## config.mk

```make
export PLATFORM = sky130hd
export DESIGN_NAME = score_to_bcd_signed
export DESIGN_NICKNAME = d
export VERILOG_FILES = /design/src/rtl/score_to_bcd_signed.sv
export SDC_FILE = /design/constraint.sdc
export NUM_CORES = 1
export LEC_CHECK = 0
export ABC_AREA = 1
export CORE_MARGIN = 4
export CORE_UTILIZATION = 62
export DETAILED_ROUTE_END_ITERATION = 8
export PLACE_DENSITY = 0.82
export SLEW_MARGIN = 20
export SYNTH_ARGS = -nofsm -noshare
export SYNTH_HDL_FRONTEND = slang
export SYNTH_SLANG_ARGS = --single-unit
```

## constraint.sdc

```tcl
create_clock -name clk -period 5.3 [get_ports clk]
set_input_delay 0.53 -clock clk [delete_from_list [all_inputs] [get_ports clk]]
set_output_delay 0.53 -clock clk [all_outputs]
set_load 0.02 [all_outputs]
```

## src/rtl/score_to_bcd_signed.sv

```systemverilog
// score_to_bcd_signed: signed score to sign + 3 BCD digits via an iterative double-dabble engine.
module score_to_bcd_signed #(
    parameter int W    = 10,
    parameter int MAXV = 999
) (
    input  logic         clk,
    input  logic         rst,
    input  logic         start,
    input  logic [W-1:0] val,
    output logic         busy,
    output logic         done,
    output logic         neg,
    output logic [3:0]   hundreds,
    output logic [3:0]   tens,
    output logic [3:0]   ones,
    output logic         ovf
);
    typedef enum logic [1:0] {IDLE, SHIFT, FIN} state_t;
    localparam logic [3:0] MAX_H = 4'((MAXV / 100) % 10);
    localparam logic [3:0] MAX_T = 4'((MAXV / 10) % 10);
    localparam logic [3:0] MAX_O = 4'(MAXV % 10);
    state_t state, state_n;
    logic [W-1:0] mag;
    logic sgn;
    logic [19:0] scr, scr_adj;
    logic [4:0] cnt;
    logic [16:0] scr_bin;
    assign busy = state != IDLE;
    always_comb begin
        state_n = (state == IDLE && start) ? SHIFT :
                  (state == SHIFT && cnt == 5'(W - 1)) ? FIN :
                  (state == FIN) ? IDLE : state;
    end
    always_comb begin
        scr_adj = scr;
        for (int i = 0; i < 5; i++)
            scr_adj[4*i +: 4] = (scr[4*i +: 4] >= 4'd5) ? scr[4*i +: 4] + 4'd3 : scr[4*i +: 4];
    end
    // binary value of the scratch, only used for the saturation compare
    assign scr_bin = 17'(scr[19:16]) * 17'd10000 + 17'(scr[15:12]) * 17'd1000 +
                     17'(scr[11:8]) * 17'd100 + 17'(scr[7:4]) * 17'd10 + 17'(scr[3:0]);
    always_ff @(posedge clk) begin
        if (!rst) begin
            state    <= IDLE;
            mag      <= '0;
            sgn      <= 1'b0;
            scr      <= '0;
            cnt      <= '0;
            done     <= 1'b0;
            neg      <= 1'b0;
            ovf      <= 1'b0;
            hundreds <= '0;
            tens     <= '0;
            ones     <= '0;
        end else begin
            state <= state_n;
            done  <= 1'b0;
            if (state == IDLE && start) begin
                mag <= val[W-1] ? -val : val;
                sgn <= val[W-1] && (val != '0);
                scr <= '0;
                cnt <= '0;
            end else if (state == SHIFT) begin
                {scr, mag} <= {scr_adj[18:0], mag, 1'b0};
                cnt        <= cnt + 5'd1;
            end else if (state == FIN) begin
                ovf      <= scr_bin > 17'(MAXV);
                hundreds <= (scr_bin > 17'(MAXV)) ? MAX_H : scr[11:8];
                tens     <= (scr_bin > 17'(MAXV)) ? MAX_T : scr[7:4];
                ones     <= (scr_bin > 17'(MAXV)) ? MAX_O : scr[3:0];
                neg      <= sgn;
                done     <= 1'b1;
            end
        end
    end
endmodule

```

**Word-level counts from Yosys, hierarchy flattened**

Cells that the tools add are included.
W data, S select, Z words.

- Add/subtract/negate cells: 11
- Multiply operators: 4
- $lt $le $gt $ge: 6
- Equality and inequality tests: 3
- Mux-type cells: 15
- Bitwise logic cells: 3
- Reduce and logical (&&, ||, !) cells: 12

Operators with widths:

| cell | number |
|---|---|
| $mux W10 | 3 |
| $mux W4 | 7 |
| $ge A4 B3 Y1 const B | 5 |
| $add A17 B11 Y17 | 1 |
| $add A17 B14 Y17 | 1 |
| $add A17 B4 Y17 | 1 |
| $add A17 B8 Y17 | 1 |
| $gt A17 B10 Y1 const B | 1 |
| $add A4 B2 Y4 const B | 4 |
| $mul A4 B10 Y13 const B | 1 |
| $mul A4 B7 Y11 const B | 1 |
| $neg A10 Y10 | 1 |
| $reduce_bool A10 Y1 | 1 |
| $mul A4 B5 Y9 const B | 1 |
| $mul A4 B3 Y7 const B | 1 |
| $reduce_bool A2 Y1 | 3 |
| $add A5 B1 Y5 const B | 1 |
| $eq A5 B4 Y1 const B | 1 |
| $mux W2 | 2 |
| $add A3 B2 Y3 const B | 1 |
| $logic_and A1 B1 Y1 | 3 |
| $mux W3 | 1 |
| $not A1 Y1 | 3 |
| $reduce_and A3 Y1 | 1 |
| other kinds (7) | 8 |

- Bits in registers: 53
- Input bits: 13
- Output and inout bits: 16
- Word-level logic and storage cells: 66

**Longest topological paths before layout**

Gate-level depths: netlist of the first run.

- Word-level depth: 7
- Depth in mapped cells: 28

**Least setup slack after synthesis of the first run**

No wires, ideal clock.

- Path type: flip-flop to flip-flop
- Start: register scr[14]
- End: register hundreds[3]
- Library setup time: 0.132 ns
- Arrival time: 4.564 ns
- Data required time: 5.168 ns
- Slack: 0.603 ns
- Cell stages (with the launch flop): 26
- Buffers on the path: 0
- Cells stage by stage: dfxtp_1 -> fa_1 -> fa_1 -> ha_1 -> a21oi_1 -> nand2_1 -> a21oi_1 -> o21ai_0 -> a21o_1 -> a21oi_1 -> xnor2_1 -> ha_1 -> ha_1 -> ha_1 -> nand2_1 -> inv_1 -> a21oi_1 -> nand3_1 -> nand2_1 -> nand2_1 -> inv_1 -> nand2_1 -> nor2_4 -> nand2_2 -> nand2_2 -> a21oi_1

- Word-level cells in the longest chain between the ends: 7

Ends and longest elaborated chain:

| element | RTL line | source |
|---|---|---|
| from (decl) | 25 | `logic [19:0] scr, scr_adj;` |
| from (signal assigned) | 64 | `{scr, mag} <= {scr_adj[18:0], mag, 1'b0};` |
| $mul A4 B7 Y11 | 40 | `assign scr_bin = 17'(scr[19:16]) * 17'd10000 + 17'(scr[15:12]) * 17'd1000 +` |
| $add A17 B14 Y17 | 40 |  |
| $add A17 B11 Y17 | 40 |  |
| $add A17 B8 Y17 | 41 | `17'(scr[11:8]) * 17'd100 + 17'(scr[7:4]) * 17'd10 + 17'(scr[3:0]);` |
| $add A17 B4 Y17 | 41 |  |
| $gt A17 B10 Y1 | 68 | `hundreds <= (scr_bin > 17'(MAXV)) ? MAX_H : scr[11:8];` |
| $mux W4 | 68 |  |
| to (signal assigned) | 68 |  |
| to (decl) | 13 | `output logic [3:0] hundreds,` |

Every way passes these cells.
A chain may end at the register's enable or synchronous reset.

**Worst setup path after layout of the first run**

- Start: register scr[15]
- End: register tens[0]

- Word-level cells in the longest chain between the ends: 7

Ends and longest elaborated chain:

| element | RTL line | source |
|---|---|---|
| $mul A4 B7 Y11 | 40 |  |
| $add A17 B14 Y17 | 40 |  |
| $add A17 B11 Y17 | 40 |  |
| $add A17 B8 Y17 | 41 |  |
| $add A17 B4 Y17 | 41 |  |
| $gt A17 B10 Y1 | 69 | `tens <= (scr_bin > 17'(MAXV)) ? MAX_T : scr[7:4];` |
| $mux W4 | 69 |  |
| to (signal assigned) | 69 |  |
| to (decl) | 14 | `output logic [3:0] tens,` |

Every way passes these cells.

==> impl_results.md, run 1 <==
* Commonest cells after routing, fill and taps aside: 176 x nand2_1, 131 x inv_1, 80 x ha_1, 58 x a21oi_1, 51 x dfxtp_1
* Slowest CP cell: fa_2
* Hold/Removal Path Class: register to register
* Vias in the first global route at 4,600
* CTS Buffer Depth at 2
* Clk root buf: clkbuf_8
* Slew @ Worst Pin at 744 ps
* Initial antenna violation count at 0
* Antenna viol nets, final at 0
* Slowest stage delay, CP at 620 ps
* GRT Total Usage at 24.3%
* Leakage Power at 0.00305 uW
* Synthesized instance count at 739
* Final Hold Fails at 0
* Fin. max-slew vios at 0
* Die width at 101 um
* Crit path cell chain: fa_2 > inv_1 > fa_1 > ha_2 > nand2_1 > o21ai_1 > xor2_1 > inv_1 > fa_1 > ha_1 > ha_1 > nand2_1 > nor2_1 > and2_2 > nand2_1 > nand2_1 > nand2_1 > nand2_1 > nand2_1 > nor2_4 > nand2_2 > nand2_4 > a21oi_1
* Post-layout util at 70.8%
* Clk pin slew, worst setup/hold paths at 100 ps
* Initial detailed-routing violation count at 198
* Hpwl dp at 9200 um
* DR vias at 4,739
* Finished Layout Cells at 874
* Fin nets at 892
* Routed len/inst at 13.3 um
* Total gr overflow at 0
* Skew-Pair Late Insertion Delay at 320 ps
* Largest net degree at the start of global routing at 29
* Sink Count at 53
* Final setup vio count at 0
* Fin crit period at 4980 ps
* Switching Fraction at 40.2%
* CTS tree: yes
* Sequential share of power at 37.7%
* Unique masters post-synth at 35
* NetSw at 466 uW
* Max FO, Critical Path at 6
* Syn Area/Cell at 7.18 sq um
* Net count after synthesis at 863
* Drt first pass iters at 5
* Mapped Area at 5310 sq um
* IO Count at 29
* CORE AREA at 8260 sq um
* Largest cells by area after synthesis: dfxtp_1 20%, ha_1 20%, nand2_1 12%
* Starting Density at 64.3%
* Most common cell after layout, fill and taps aside: nand2_1
* Total of max-cap violations at 0
* Die area at 10,100 sq um
* Clock network power share at 20.4%
* Pint at 693 uW
* Crit path launch type: register
* Dpl cells at 863
* Drt via density at 5.42
* Die Y at 101 um
* Clock Skew at 7.05 ps
* Crit-path leading delay family: adder cells
* Synthesized flop and latch total at 53
* Relative slew slack at 50.3%
* WP data required at 5480 ps
* Peak VDD IR at 0.000145 V
* Layout cell share with drive strength beyond 1 at 5.33%
* Period utilization at 94.0%
* RePlAce Congestion at 0.922
* Post-CTS Hold Buffers at 0
* CP arrival at 5160 ps
* Max Clk Rate at 0.201 GHz
* First-pass GRT wire length at 20,300 um
* Seq/Total Area, Yosys at 20.0%
* Worst path buffer plus inverter count at 2
* # H-tree levels at 2
* Yosys synthesis warning count at 0
* Area Growth Syn to Fin at 10.2%
* Status: finished clean
* Total power at 1160 uW
* Post-synth top area cell: dfxtp_1
* CP most frequent cell: nand2_1
* Drc violations at 0
* CP Capture Type: register
* Comb pwr share at 41.9%
* Row count at 33
* Drt total wl at 11,600 um
* Share of the synthesized area in the top cell type at 20.0%
* IO Port Bufs at 28
* Power Dens Cells at 198 nW/um^2
* Kind of critical path: register to register
* Setup_tns at 0 ps
* Antenna Cells at 0
* CTS buffer count at 5
cells by family (layout without fill, tap and decap cells):
| group | Yosys count | in the layout | synth area share [%] |
|---|---|---|---|
| compound gates | 114 | 114 | 11.6 |
| xor+xnor | 31 | 31 | 5.11 |
| fa+ha+maj | 111 | 111 | 30.0 |
| buf+inv | 148 | 178 | 10.6 |
| flops | 53 | 53 | 20.0 |
| simple gates | 282 | 282 | 22.7 |
worst register-to-register path: stages, from the launching register on:
cell	delay [ps]
dfxtp_2	370
fa_2	620
inv_1	60
fa_1	440
ha_2	390
nand2_1	100
o21ai_1	200
xor2_1	170
inv_1	70
fa_1	450
ha_1	310
ha_1	370
nand2_1	110
nor2_1	200
and2_2	170
nand2_1	60
nand2_1	80
nand2_1	50
nand2_1	60
nand2_1	80
nor2_4	190
nand2_2	110
nand2_4	100
a21oi_1	80
power groups by stage:
stage	Sequential [uW]	Combinational [uW]	Clock [uW]
floorplan	440	351	0
global placement	444	443	0
CTS	436	466	240
global route	440	559	255
finish	437	486	236
detailed placement	445	458	0
cell type report:
cell class / instances / area (sq um)
inverter: 136 / 510
clock buffer: 6 / 72.6
timing repair buffer: 34 / 325
fill: 682 / 2410
sequential: 53 / 1060
tap: 105 / 131
clock inverter: 2 / 13.8
multi-input combinational: 538 / 3730
state kept, by name, summed over array words and instances (netlist names):
signal	count
scr	20
mag	10
cnt	5
hundreds	4
ones	4
tens	4
state	2
done	1
neg	1
ovf	1
sgn	1
path summary, 6_finish.rpt:
kind	startpoint	cells after the start	slack, ps	endpoint
max	scr[15]	23	320	tens[0]
min	mag[0]	2	470	mag[0]
max reg2reg	scr[15]	23	320	tens[0]
min reg2reg	mag[0]	2	470	mag[0]
synthesized netlist by cell type (all sizes together):
cell type / n
and3: 2
o211ai: 7
nand3: 33
o31ai: 1
a21o: 1
nor2: 38
fa: 27
buf: 4
ha: 84
inv: 133
dfxtp: 53
o221ai: 3
nand2: 181
nand4: 9
nor3: 10
o21a: 2
nor4: 1
xor2: 24
and2: 1
clkinv: 3
a21oi: 61
o21ai: 35
o22ai: 2
nand3b: 3
a31oi: 2
xnor2: 7
or2: 4
clkbuf: 8
through the flow:
stage	hold slack [ps]	area (sq um)	setup slack (ps)
floorplan	430	5310	603
global placement	447	5690	350
detailed placement	455	5690	57.9
CTS	471	5780	46.8
global route	495	5850	-27.1
finish	468	5850	320
repair_timing:
item                       in CTS  in global routing
setup buffers                   0                  3
setup endpoints to repair       0                 13
gates resized for setup         0                 13
layer usage:
layer	GRT usage [%]	share of wire, %	vias to the layer above
met5	0	0	-
met4	6.53	1.5	0
met3	3.53	4.4	17
met2	41.4	49	116
met1	32.3	46	2202
li1	-	-	2404
Note: power is estimated with default switching activity, not from simulation.
==> run 2: changes to the inputs <==
--- a/config.mk
+++ b/config.mk
@@ -7,9 +7,11 @@
 export LEC_CHECK = 0
 export ABC_AREA = 1
 export CORE_MARGIN = 4
-export CORE_UTILIZATION = 62
+export CORE_UTILIZATION = 63
+export CTS_BUF_LIST = sky130_fd_sc_hd__clkbuf_4
 export DETAILED_ROUTE_END_ITERATION = 8
-export PLACE_DENSITY = 0.82
+export PLACE_DENSITY = 0.83
+export SKIP_LAST_GASP = 1
 export SLEW_MARGIN = 20
 export SYNTH_ARGS = -nofsm -noshare
 export SYNTH_HDL_FRONTEND = slang
==> run 2 against run 1 <==
  * First-iteration DRC count down 18%
  * Worst hold slack better by 2.2 ps
  * Critical path depth up 2
  * Clock-buffer cell count down 1
  * Fmax down 0.51%
  * Non-clock buffer count up 1
  * Largest cell class unchanged
  * Highest routed layer unchanged
  * Sequential cell count unchanged
  * Via count down 0.51%
  * Die area down 1.5%
  * Critical path type unchanged
==> impl_results.md, run 2 (synthesized netlist as in run 1, its figures left out) <==
* Drt via density at 5.39 (-0.51%)
* Routed len/inst at 13.4 um (+0.41%)
* Crit path launch type: register
* Die Y at 99.8 um (-0.74%)
* Area Growth Syn to Fin at 9.87%
* PnR worst setup slack at 295 ps (-25.7 ps)
* Die area at 9960 sq um (-1.5%)
* Total of max-cap violations at 0 (unchanged)
* WP data required at 5560 ps (+80 ps)
* Period utilization at 94.4% (+0.48 points)
* Status: finished clean
* Drc violations at 0 (unchanged)
* Drt total wl at 11,700 um (+0.41%)
* Sink Count at 53 (unchanged)
* Slew @ Worst Pin at 738 ps (-6.30 ps)
* Initial detailed-routing violation count at 163 (-18%)
* # fillers at 669 (-1.9%)
* Fin crit period at 5010 ps (+25.7 ps)
* CTS Buffer Depth at 2 (unchanged)
* Biggest register: scr
* Antenna viol nets, final at 0 (unchanged)
* Clk root buf: clkbuf_4
* CTS tree: yes
* Vias in the first global route at 4,698 (+2.1%)
* Peak VDD IR at 0.000157 V (+8.3%)
* Hpwl dp at 9200 um (about the same)
* Kind of critical path: register to register
* DR vias at 4,715 (-0.51%)
* Final Hold Fails at 0 (unchanged)
* Total gr overflow at 0 (unchanged)
* Number of flip-flops in the largest register at 20 (unchanged)
* GRT Total Usage at 24.3% (about the same)
* First-pass GRT wire length at 20,100 um (-1.2%)
* Fin. max-slew vios at 0 (unchanged)
* Initial antenna violation count at 0 (unchanged)
* CTS buffer count at 5 (unchanged)
* CORE AREA at 8220 sq um (-0.50%)
* CP Capture Type: register
* Starting Density at 64.6% (+0.32 points)
* Antenna Cells at 0 (unchanged)
* Final setup vio count at 0 (unchanged)
* Pre-CTS setup slack at 64.8 ps (+6.91 ps)
* Skew-Pair Late Insertion Delay at 380 ps (+60 ps)
* Max FO, Critical Path at 6 (unchanged)
* Setup_tns at 0 ps (unchanged)
* Row count at 33 (unchanged)
* Clk pin slew, worst setup/hold paths at 160 ps (+60 ps)
* Most common cell after layout, fill and taps aside: nand2_1
* Commonest cells after routing, fill and taps aside: 176 x nand2_1, 131 x inv_1, 82 x ha_1, 61 x a21oi_1, 50 x dfxtp_1
* CP arrival at 5260 ps (+100 ps)
* RePlAce Congestion at 0.933 (+1.3%)
* Hold/Removal Path Class: register to register
* Clock Skew at 9.69 ps (+2.64 ps)
* IO Port Bufs at 28 (unchanged)
* # H-tree levels at 2 (unchanged)
* Fin nets at 893 (+0.11%)
* Leakage Power at 0.00305 uW (about the same)
* Power Dens Cells at 198 nW/um^2 (+0.11%)
* Relative slew slack at 50.5% (+0.17 points)
* Die width at 99.8 um (-0.74%)
* Max Clk Rate at 0.200 GHz (-0.51%)
* Top Registers: scr (20), mag (10), cnt (5)
* IO Count at 29 (unchanged)
* Layout cell share with drive strength beyond 1 at 4.94% (-0.39 points)
* Drt first pass iters at 5 (unchanged)
* Largest net degree at the start of global routing at 29 (unchanged)
==> run 2: changes by cell type in the layout (fill, tap and decap cells not counted), sizes merged <==
cell,delta
clkinv,-1
bufinv,+1
buf,+1
clkbuf,-1
==> run 2: cell type report <==
cell class | instances | area [sq um] | share of cell area [%]
timing repair buffer | 35 | 333 | 5.71
clock inverter | 2 | 38.8 | 0.665
tap | 105 | 131 | 2.25
multi-input combinational | 538 | 3710 | 63.6
clock buffer | 5 | 37.5 | 0.644
inverter | 136 | 510 | 8.75
sequential | 53 | 1070 | 18.3
==> run 2: path summary, 6_finish.rpt <==
path | startpoint | end | slack (ps) | depth (start not counted)
max | scr[13] | ones[3] | 290 | 25
min | mag[9] | scr[0] | 470 | 2
max reg2reg | scr[13] | ones[3] | 290 | 25
min reg2reg | mag[9] | scr[0] | 470 | 2
==> run 2: what timing repair did <==
item                       in CTS  in global routing
buffers inserted                0                  4
setup endpoints to repair       0                 13
gates resized for setup         0                  9
hold buffers                    0                  0
==> run 2: per-layer routing <==
| metal | part of all wire (%) | GRT usage [%] |
|---|---|---|
| met1 | 46 | 29.9 |
| met3 | 3.2 | 3.20 |
| met2 | 49 | 44.1 |
| met5 | 0 | 0 |
| met4 | 1.9 | 7.35 |
==> run 2: worst max-delay path, cell delays in order, from the launching register on <==
cell     delay [ps]
dfxtp_2         440
fa_2            500
fa_1            570
ha_4            230
a21oi_1         140
nand2_1         110
a21oi_1         130
o21ai_0         130
a21o_1          180
a21oi_1         140
xnor2_1         170
ha_1            270
ha_1            330
ha_4            300
nand2_1          90
nor3_2          140
and2_2          160
nand2_1          60
nand2_1          70
nand2_1          50
nand2_1          70
nand2_1          90
nor2_4          190
nand2_2          90
nand2_2         130
a21oi_1          90
==> run 2: stage by stage <==
step / std cells / power, uW / utilization, % / area, sq um / hold slack [ps]
2_1_floorplan: 739 / 792 / - / 5310 / 430
3_3_place_gp: 863 / 889 / 69.3 / 5690 / 446
3_5_place_dp: 863 / 904 / 69.3 / 5690 / 449
4_1_cts: 870 / 1140 / 70.2 / 5770 / 470
5_1_grt: 874 / 1250 / 71.0 / 5830 / 508
6_report: 874 / 1160 / 71.0 / 5830 / 470
==> run 2: report_power, final <==
part	switching, uW	internal, uW
Clock	135	98.8
Sequential	21.3	416
Combinational	303	183
